`config.mk`:
```
export PLATFORM = sky130hd
export DESIGN_NAME = lcd_responder
export DESIGN_NICKNAME = d
export VERILOG_FILES = /design/src/rtl/lcd_responder.sv
export SDC_FILE = /design/constraint.sdc
export NUM_CORES = 1
export LEC_CHECK = 0
export CORE_ASPECT_RATIO = 1.2
export CORE_MARGIN = 2
export CORE_UTILIZATION = 45
export DETAILED_ROUTE_END_ITERATION = 6
export SLEW_MARGIN = 20
export SYNTH_ARGS = -nofsm -noshare
export SYNTH_HDL_FRONTEND = slang
export SYNTH_SLANG_ARGS = --single-unit
export TNS_END_PERCENT = 50
```
`constraint.sdc`:
```
create_clock -name clk_clk -period 4 [get_ports clk_clk]
set_input_delay 0.8 -clock clk_clk [delete_from_list [all_inputs] [get_ports clk_clk]]
set_output_delay 0.8 -clock clk_clk [all_outputs]
set_load 0.05 [all_outputs]
```
`src/rtl/lcd_responder.sv`:
```
// HD44780-style LCD responder: synchronizes the controller's E/RS/RW/data bus,
// decodes instructions and data transfers into a 32-entry DDRAM with busy timing.
module lcd_responder #(
   parameter int BUSY_CYC  = 40,
   parameter int CLEAR_CYC = 64
) (
   input  logic       clk_clk,
   input  logic       reset_reset_n,
   input  logic [7:0] lcd_data_in,
   input  logic       lcd_enable,
   input  logic       lcd_rs,
   input  logic       lcd_rw,
   output logic [7:0] lcd_data_out,
   output logic       lcd_data_oe,
   input  logic [4:0] char_addr,
   output logic [7:0] char_data,
   output logic       display_on,
   output logic       cmd_dropped
);

   localparam int CNT_W = 16;

   typedef enum logic [1:0] {IDLE, EXEC, CLEAR} state_t;

   state_t             state_q, state_d;
   logic [CNT_W-1:0]   cnt_q, cnt_d;
   logic [5:0]         clr_q, clr_d;
   logic [6:0]         ac_q, ac_d;
   logic               id_q, id_d;
   logic               disp_q, disp_d;
   logic               drop_q, drop_d;
   logic [7:0]         ddram [32];
   logic [7:0]         char_q;

   logic               en_p0, en_p1, en_p2;
   logic               rs_p0, rs_p1, rw_p0, rw_p1;
   logic [7:0]         dat_p0, dat_p1;
   logic               rs_l, rw_l;
   logic [7:0]         dat_l;

   logic               fall;
   logic               wr_en;
   logic [4:0]         wr_idx;
   logic [7:0]         wr_dat;
   logic               busy;

   // Two-line address wrap: 0x27<->0x40 and 0x67<->0x00; other values are plain 7-bit steps.
   function automatic logic [6:0] ac_step(input logic [6:0] ac, input logic inc);
      logic [6:0] r;
      if (inc) begin
         if (ac == 7'h27)      r = 7'h40;
         else if (ac == 7'h67) r = 7'h00;
         else                  r = ac + 7'd1;
      end else begin
         if (ac == 7'h00)      r = 7'h67;
         else if (ac == 7'h40) r = 7'h27;
         else                  r = ac - 7'd1;
      end
      return r;
   endfunction

   function automatic logic ac_visible(input logic [6:0] ac);
      return (ac[6:4] == 3'b000) || (ac[6:4] == 3'b100);
   endfunction

   function automatic logic [4:0] ac_index(input logic [6:0] ac);
      return {ac[6], ac[3:0]};
   endfunction

   // Bus synchronizer (p0/p1), edge history (p2) and capture of the last E-high cycle.
   always_ff @(posedge clk_clk or negedge reset_reset_n) begin
      if (!reset_reset_n) begin
         en_p0  <= 1'b0; en_p1 <= 1'b0; en_p2 <= 1'b0;
         rs_p0  <= 1'b0; rs_p1 <= 1'b0;
         rw_p0  <= 1'b0; rw_p1 <= 1'b0;
         dat_p0 <= 8'h00; dat_p1 <= 8'h00;
         rs_l   <= 1'b0; rw_l <= 1'b0; dat_l <= 8'h00;
      end else begin
         en_p0  <= lcd_enable;   en_p1  <= en_p0;  en_p2 <= en_p1;
         rs_p0  <= lcd_rs;       rs_p1  <= rs_p0;
         rw_p0  <= lcd_rw;       rw_p1  <= rw_p0;
         dat_p0 <= lcd_data_in;  dat_p1 <= dat_p0;
         if (en_p1) begin
            rs_l  <= rs_p1;
            rw_l  <= rw_p1;
            dat_l <= dat_p1;
         end
      end
   end

   assign fall = en_p2 & ~en_p1;
   assign busy = (state_q != IDLE);

   always_comb begin
      state_d = state_q;
      cnt_d   = cnt_q;
      clr_d   = clr_q;
      ac_d    = ac_q;
      id_d    = id_q;
      disp_d  = disp_q;
      drop_d  = 1'b0;
      wr_en   = 1'b0;
      wr_idx  = 5'd0;
      wr_dat  = 8'h00;

      if (state_q == CLEAR && !clr_q[5]) begin
         wr_en  = 1'b1;
         wr_idx = clr_q[4:0];
         wr_dat = 8'h20;
         clr_d  = clr_q + 6'd1;
      end
      if (state_q != IDLE) begin
         if (cnt_q == '0) state_d = IDLE;
         else             cnt_d   = cnt_q - 1'b1;
      end

      if (fall) begin
         if (rw_l) begin
            if (rs_l) ac_d = ac_step(ac_q, id_q);
         end else if (state_q != IDLE) begin
            drop_d = 1'b1;
         end else begin
            state_d = EXEC;
            cnt_d   = CNT_W'(BUSY_CYC - 1);
            if (rs_l) begin
               if (ac_visible(ac_q)) begin
                  wr_en  = 1'b1;
                  wr_idx = ac_index(ac_q);
                  wr_dat = dat_l;
               end
               ac_d = ac_step(ac_q, id_q);
            end else begin
               casez (dat_l)
                  8'b1???????: ac_d = dat_l[6:0];
                  8'b0001????: if (!dat_l[3]) ac_d = ac_step(ac_q, dat_l[2]);
                  8'b00001???: disp_d = dat_l[2];
                  8'b000001??: id_d = dat_l[1];
                  8'b0000001?: ac_d = 7'h00;
                  8'b00000001: begin
                     ac_d    = 7'h00;
                     id_d    = 1'b1;
                     state_d = CLEAR;
                     cnt_d   = CNT_W'(CLEAR_CYC - 1);
                     clr_d   = 6'd0;
                  end
                  default: ;
               endcase
            end
         end
      end
   end

   // Control state, DDRAM and display-side read port.
   always_ff @(posedge clk_clk or negedge reset_reset_n) begin
      if (!reset_reset_n) begin
         state_q <= IDLE;
         cnt_q   <= '0;
         clr_q   <= 6'd0;
         ac_q    <= 7'h00;
         id_q    <= 1'b1;
         disp_q  <= 1'b0;
         drop_q  <= 1'b0;
         char_q  <= 8'h20;
         for (int i = 0; i < 32; i++) ddram[i] <= 8'h20;
      end else begin
         state_q <= state_d;
         cnt_q   <= cnt_d;
         clr_q   <= clr_d;
         ac_q    <= ac_d;
         id_q    <= id_d;
         disp_q  <= disp_d;
         drop_q  <= drop_d;
         char_q  <= ddram[char_addr];
         if (wr_en) ddram[wr_idx] <= wr_dat;
      end
   end

   assign lcd_data_oe  = en_p1 & rw_p1;
   assign lcd_data_out = !lcd_data_oe ? 8'h00 :
                         !rs_p1       ? {busy, ac_q} :
                         ac_visible(ac_q) ? ddram[ac_index(ac_q)] : 8'h20;
   assign char_data    = char_q;
   assign display_on   = disp_q;
   assign cmd_dropped  = drop_q;

endmodule

```
======== Word-level counts from Yosys, hierarchy flattened ========
Cells that the tools add are included.
cells by class
  bitwise gates (word level) .............. 9
  equal/unequal tests ..................... 13
  $lt $le $gt $ge ......................... 4
  shifts and indexed selects .............. 0
  $mul .................................... 0
  reductions and logical operators ........ 14
  add/sub/neg operators ................... 4
  divide/modulo/power cells ............... 0
  muxes and demuxes ....................... 66
operators by type and width
  kind                   number
  $bwmux 256             1
  $mux 8                 13
  $bmux 8 s5             2
  $mux 16                5
  $mux 7                 11
  $mux 6                 7
  $demux 8 s5            1
  $mux 5                 8
  $pmux 7 s3             1
  $ge 6x6->1 const B     3
  $not 5->6              3
  $logic_not 16->1       1
  $sub 16x1->16 const B  1
  $reduce_and 5->1       3
  $eq 7x7->1 const B     2
  $mux 2                 7
  $mux 1                 9
  $eq 8x1->1 const B     1
  $add 7x1->7 const B    1
  $eq 7x1->1 const B     1
  $eq 7x6->1 const B     1
  $logic_not 7->1        1
  $sub 7x1->7 const B    1
  $add 6x1->6 const B    1
  other kinds (18)       25
word-level totals
  bits in read-only memories .............. 0
  flip-flop bits (word level) ............. 331
  memories ................................ 0
  input port bits ......................... 18
  logic and storage cells ................. 162
  bits in latches ......................... 0
  RAM bits ................................ 0

======== Depth between registers and ports, before layout ========
  depth after elaboration ................. 14
  gate-level depth with buffers ........... 11
  depth with buffers taken out ............ 8

======== Least setup slack after synthesis ========
Ideal clock, no wire load.
  path kind ............................... reg2out
  start ................................... reg ac_q[1]
  end ..................................... out lcd_data_out[1]
  data required time ...................... 3.200 ns
  arrival ................................. 3.051 ns
  stages on the path, launching flop included .. 8
  path slack .............................. 0.149 ns
  cell sequence ........................... dfrtp_1 -> buf_1 -> clkbuf_1 -> clkbuf_1 -> mux2i_1 -> a21oi_1 -> a211oi_1 -> a221oi_1
between the ends
  cells in the longest elaborated chain, start to end .. 7
ends and longest elaborated chain
  what                                       RTL line  text
  start: declaration                         28        logic [6:0] ac_q, ac_d;
  start signal: assignment                   159       ac_q <= 7'h00;
  start signal: assignment                   169       ac_q <= ac_d;
  $not 5->6 (not written as such)            181       ac_visible(ac_q) ? ddram[ac_index(ac_q)] : 8'h20;
  $bmux 8 s5                                 181
  $mux 8 (not written as such) (2 in a row)  181
  $mux 8                                     181
  $mux 8 (*)                                 180       !rs_p1 ? {busy, ac_q} :
  $mux 8 (*)                                 179       assign lcd_data_out = !lcd_data_oe ? 8'h00 :
  end: declaration                           13        output logic [7:0] lcd_data_out,
Every way passes the cells marked *; elsewhere a longest branch is shown, timed or not. The select of a mux whose other input is x is not followed.

======== Final worst setup path ========
  start ................................... reg ac_q[0]
  end ..................................... out lcd_data_out[0]
The elaborated chain is that of the path after synthesis.

==> run metrics <==
status finished, final reports clean; Post-Route M1 WL roughly 21000 microns; cts bufs inserted 37; main area contributors after synthesis dfrtp_1 (42%), mux2_2 (18%), mux4_2 (17%), dfstp_2 (5.0%), mux2i_1 (1.7%); power density over the cells ~470 nW/um^2; Seq/Total Area, Yosys 0.4695; share of layout cells above drive strength 1 0.4475; Cells after DPL around 1.8k; syn nets 1309; GP Congestion just under 0.9; most frequent cells in the layout dfrtp_1 (294), mux2_2 (281), mux4_2 (130), buf_4 (62), nor2_1 (44); Synth Area in Simple Gates 0.07042; slew margin rel. 0.4447; Slew Limit Fails 0; Top Ports 37; worst setup slack after layout 0.1575 ns; Least-Margin Pin Slew between 0.8 and 0.9 ns; Port Buffers 36; EDFF count, synth 0; Clock Skews 0.02910 ns; grt total ovfl 0; clk_lat worst skew 0.57 ns; CP Max Fanout 13; WL met3 around 3100 microns; die height 221.5 microns; setup TNS 0 ns; sequential cell area 8334 sq um; synthesized area per cell 13.80 sq um; asr flop ratio synth 1.000; area of placed instances around 19000 sq um; FF+latch count, synth 331; die area between 40000 and 50000 sq um; adder-cell area share of the yosys netlist 0.004233; f_max 0.2603 GHz; Non-Filler Instances roughly 1.9k; unrepaired setup endpoints after global routing false; Main synth FF type dfrtp_1; post-DP HPWL 32080 microns; main combinational cell family by area after synthesis multiplexers; Final Cycle Share 0.9606; GRT Total Usage 0.2483; Max VDD drop 303.9 uV; Residual DRC 0; Total Wirelength 49400 microns; leak pwr 8.852 nW; commonest non-fill, non-tap cell in the layout dfrtp_1; max cap viols 0; Yosys warnings 0; Starting Density 0.4565; first-pass GRT wire length 75620 microns; FF-to-FF path depth 9; die width 185.2 microns; core box area 38850 sq um; Worst-path clk slew 0.07 ns; diode count 0; largest net degree at the start of global routing 87; vias 11.64k; Area Overhead vs Synth 14.27%; cell area after synthesis approximately 18000 sq um; post-route ant nets 0; Setup crit start kind flop; H-tree Lvls 2; Vias/cell 6.197; CP endpoint kind primary output; synthesized instance count 1285; Pre-antenna DRT Iters 5; clock sink count 331; met2 wire length 23560 microns; post-route cell area 20260 sq um; nets 1347; Netlist cell types 69; worst min path class input pin to asynchronous set/reset pin; Fin. Hold Viols 0; # rows 79; CP Data Required Time 3.20 ns; antenna violations before repair 1; Yosys top cell area share 0.4191; DRT iter0 DRCs 1017; Final min period 3.842 ns; area occupied by multi-input gates 8964 sq um; Core Util, Final 0.5217; Root Driver clkbuf_16; post-synthesis compound-gate area fraction 0.05645; CTS Buffer Depth 3; Worst Path Class, Setup flop to primary output; fillers 3359; fraction of synthesized area in multiplexers 0.3661; Setup violations, final 0; Wirelength per Cell roughly 26 microns; critical path arrival 3.04 ns; vias in the first global route around 12k; pre-CTS WS 0.6456 ns; XOR/XNOR Fraction of Synth Area 0.007408; Highest Signal Layer met5; CTS tree yes; Yosys top cell by area dfrtp_1
through the flow:
step / hold WS, ns / power [W]
3_5_place_dp: 0.3356 / 0.006030
4_1_cts: 0.2618 / 0.009565
3_3_place_gp: 0.3338 / 0.006003
5_1_grt: 0.3052 / 0.009955
2_1_floorplan: 0.3312 / 0.005185
6_report: 0.2550 / 0.009528
state kept, by name, summed over array words and instances (netlist names), 6 cells and up:
register   flops
dat_p0         8
dat_p1         8
cnt_q         16
ac_q           7
char_data      8
ddram        256
dat_l          8
clr_q          6
metal layers:
metal  track usage  up-vias
met4        0.1016        2
li1              -     5005
met5             0        -
met3       0.04082      108
met2        0.3911      393
met1        0.3427     6130
power by group:
| part | internal (W) | switching (W) | leakage [nW] |
|---|---|---|---|
| sequential | 0.00349 | 0.000316 | 4.39 |
| combinational | 0.000911 | 0.00131 | 3.85 |
| clock | 0.00207 | 0.00144 | 0.610 |
| total | 0.00647 | 0.00306 | 8.85 |
synthesized netlist by cell type (all sizes together) (3+ instances only):
cell type and instances:
nand2 40, inv 14, and3 9, ha 6
nor4b 7, o2111ai 3, dfrtp 297, nand2b 9
or3 6, a31oi 15, a22oi 10, a21oi 21
a32oi 4, or4 4, mux2 289, mux2i 31
nor3b 4, nor4 11, clkbuf 70, nor3 12
xnor2 13, nand4 6, a211oi 12, a41oi 4
dfstp 34, nor2 48, nand3b 3, a21o 8
nand3 26, a221oi 6, o21ai 19, nor2b 19
mux4 130, a311oi 5, o32ai 3, or2 5
and2 10, buf 34, o22ai 3, a2111oi 4
o31ai 4, or4b 3
kinds of logic (layout without fill, tap and decap cells):
group                      count (synthesis)  after routing
DFF                                      331            331
and+or+nand+nor                          228            228
muxes                                    450            450
buffers and inverters                    119            186
AOI/OAI and AO/OA                        136            136
adders and majority gates                  6              6
xor gates and xnor gates                  15             15
area by class of cell:
cell class	count	share of cell area
clock buffers	55	0.05298
clock inverters	13	0.008706
inverters	15	0.002778
multi-input cells	835	0.4423
flip-flops and latches	331	0.4113
well taps	526	0.03248
repair buffers	103	0.04946
worst max-delay path: stages, from the launching register on:
cell and delay, ns:
dfrtp_4 0.64, buf_4 0.32, mux4_2 0.54, mux2_2 0.30, a32oi_1 0.22, a31oi_1 0.19
buf_4 0.24
worst paths after layout:
check | start | endpoint | slack (ns)
setup / recovery | ac_q[0] | lcd_data_out[0] | 0.16
hold / removal | reset_reset_n | rw_l | 0.25
setup reg to reg | state_q[0] | ddram[35] | 0.60
hold reg to reg | dat_p0[5] | dat_p1[5] | 0.35
max in group asynchronous | reset_reset_n | ddram[45] | 2.73
min in group clk_clk | dat_p0[5] | dat_p1[5] | 0.35
what timing repair did:
action,4_1_cts,5_1_grt
hold buffers,0,0
resized for setup,0,1
setup endpoints to repair,0,6
buffers inserted,0,1
Note: power is estimated with default switching activity, not from simulation.
==> RTL edit (config.mk and constraints unchanged) <==
Set the localparam `CNT_W` to 24 (it was 16).
--- a/src/rtl/lcd_responder.sv
+++ b/src/rtl/lcd_responder.sv
@@ -19,5 +19,5 @@
 );
 
-   localparam int CNT_W = 16;
+   localparam int CNT_W = 24;
 
    typedef enum logic [1:0] {IDLE, EXEC, CLEAR} state_t;
Formal check against the unedited RTL: same outputs for any inputs over 4 cycles, from zero or initial values and one cycle with reset_reset_n low; that may be too few to reach the edited logic, so the function may still have changed.
==> RTL edit against the original RTL <==
- sequential cell count increased by 8
- wire length is 1.2% lower
- hold slack got worse by 29 ps
- final area is 0.23% higher
- non-clock buffer count decreased by 20
- setup slack got worse by 16 ps
- total power down 0.27%
- synthesized area up 1.7%
- clock skew is 6.2 ps lower
- count of clock-buffer cells in the layout grew 1
- critical endpoint is now lcd_data_out[4]
- largest cell class unchanged
- highest routed layer is now met4
==> RTL edit: results (changes against the original RTL) <==
- Total GRT Usage: 0.238 (-0.0103)
- Final hold slack: 226 ps (-28.6 ps)
- Status: finished clean
- XOR/XNOR Fraction of Synth Area: 0.0112 (+0.00376)
- Flop2flop setup slack: 660 ps (+60 ps)
- RePlAce Congestion: 0.841 (-4.7%)
- Setup crit end: lcd_data_out[4]
- Routed met2 length: 24.0 mm (+1.8%)
- FILL cells: 3,458 (+2.9%)
- Post-synthesis compound-gate area fraction: 0.0519 (-0.00455)
- Syn avg cell area: 13.7 um2 (-0.70%)
- Clk_skew: 22.9 ps (-6.19 ps)
- WL met3: 2.48 mm (-21%)
- Adder-Cell Fraction of Synth Area: 0.00347 (-0.000765)
- Pre-CTS setup slack: 720 ps (+74.4 ps)
- Iter 0 DRT Violations: 856 (-16%)
- Top flop regs: ddram x256, cnt_q x24
- Share of layout cells above drive strength 1: 0.439 (-0.00893)
- Met3 Resource Use GR: 0.0382 (-0.00259)
- M1 GR Usage: 0.315 (-0.0279)
- Peak VDD IR: 0.000330 V (+8.5%)
- Top layer reached by signal wires: met4
- R2R Path End: ddram[70]
- Largest cells by area after synthesis: dfrtp_1, mux4_2, mux2_2
- Slew HR: 0.414 (-0.0306)
- Placed Instance Area: 0.0191 mm2 (+0.65%)
- Seq/Total Area, Yosys: 0.473 (+0.00325)
- First-pass GRT wire length: 75.4 mm (-0.35%)
- Wl on met1: 20.5 mm (-1.1%)
- Leak: 8.88 nW (+0.28%)
- Max frequency: 259 MHz (-0.41%)
- Synth Register Bits: 339 (+2.4%)
- Switch share: 0.327 (+0.00631)
- Dpl cells: 1,821 (+0.66%)
- Commonest cells in the synthesized netlist: dfrtp_1, mux2_2, mux4_2, nand2_1, clkbuf_1
- Fin nets: 1,352 (+0.37%)
- WL final: 48.8 mm (-1.2%)
- Cells on worst reg2reg path: 7 (-2)
- Final HPWL DP: 32.4 mm (+0.86%)
[RTL edit: area by class of cell]
cell class | count | area, um2 | area share
well taps | 533 | 667 | 0.0328
flip-flops and latches | 339 | 8530 | 0.420
multi-input cells | 854 | 8990 | 0.443
repair buffers | 83 | 886 | 0.0436
clock inverters | 14 | 96.3 | 0.00474
inverters | 13 | 48.8 | 0.00240
clock buffers | 56 | 1090 | 0.0536
[RTL edit: power groups by stage]
| stage | Combinational (W) | Clock [W] | Sequential (W) |
|---|---|---|---|
| after CTS | 0.00214 | 0.00344 | 0.00396 |
| after detailed placement | 0.00213 | 0 | 0.00401 |
| after global placement | 0.00211 | 0 | 0.00401 |
| final | 0.00219 | 0.00336 | 0.00395 |
| after floorplan | 0.00157 | 0 | 0.00379 |
| after global routing | 0.00235 | 0.00357 | 0.00398 |
[RTL edit: worst max-delay path, stage by stage (launching register included)]
cell	delay [ps]
dfrtp_1	640
or3_1	520
nor2_1	320
and3_1	220
a31oi_1	90
a31oi_1	430
buf_4	280
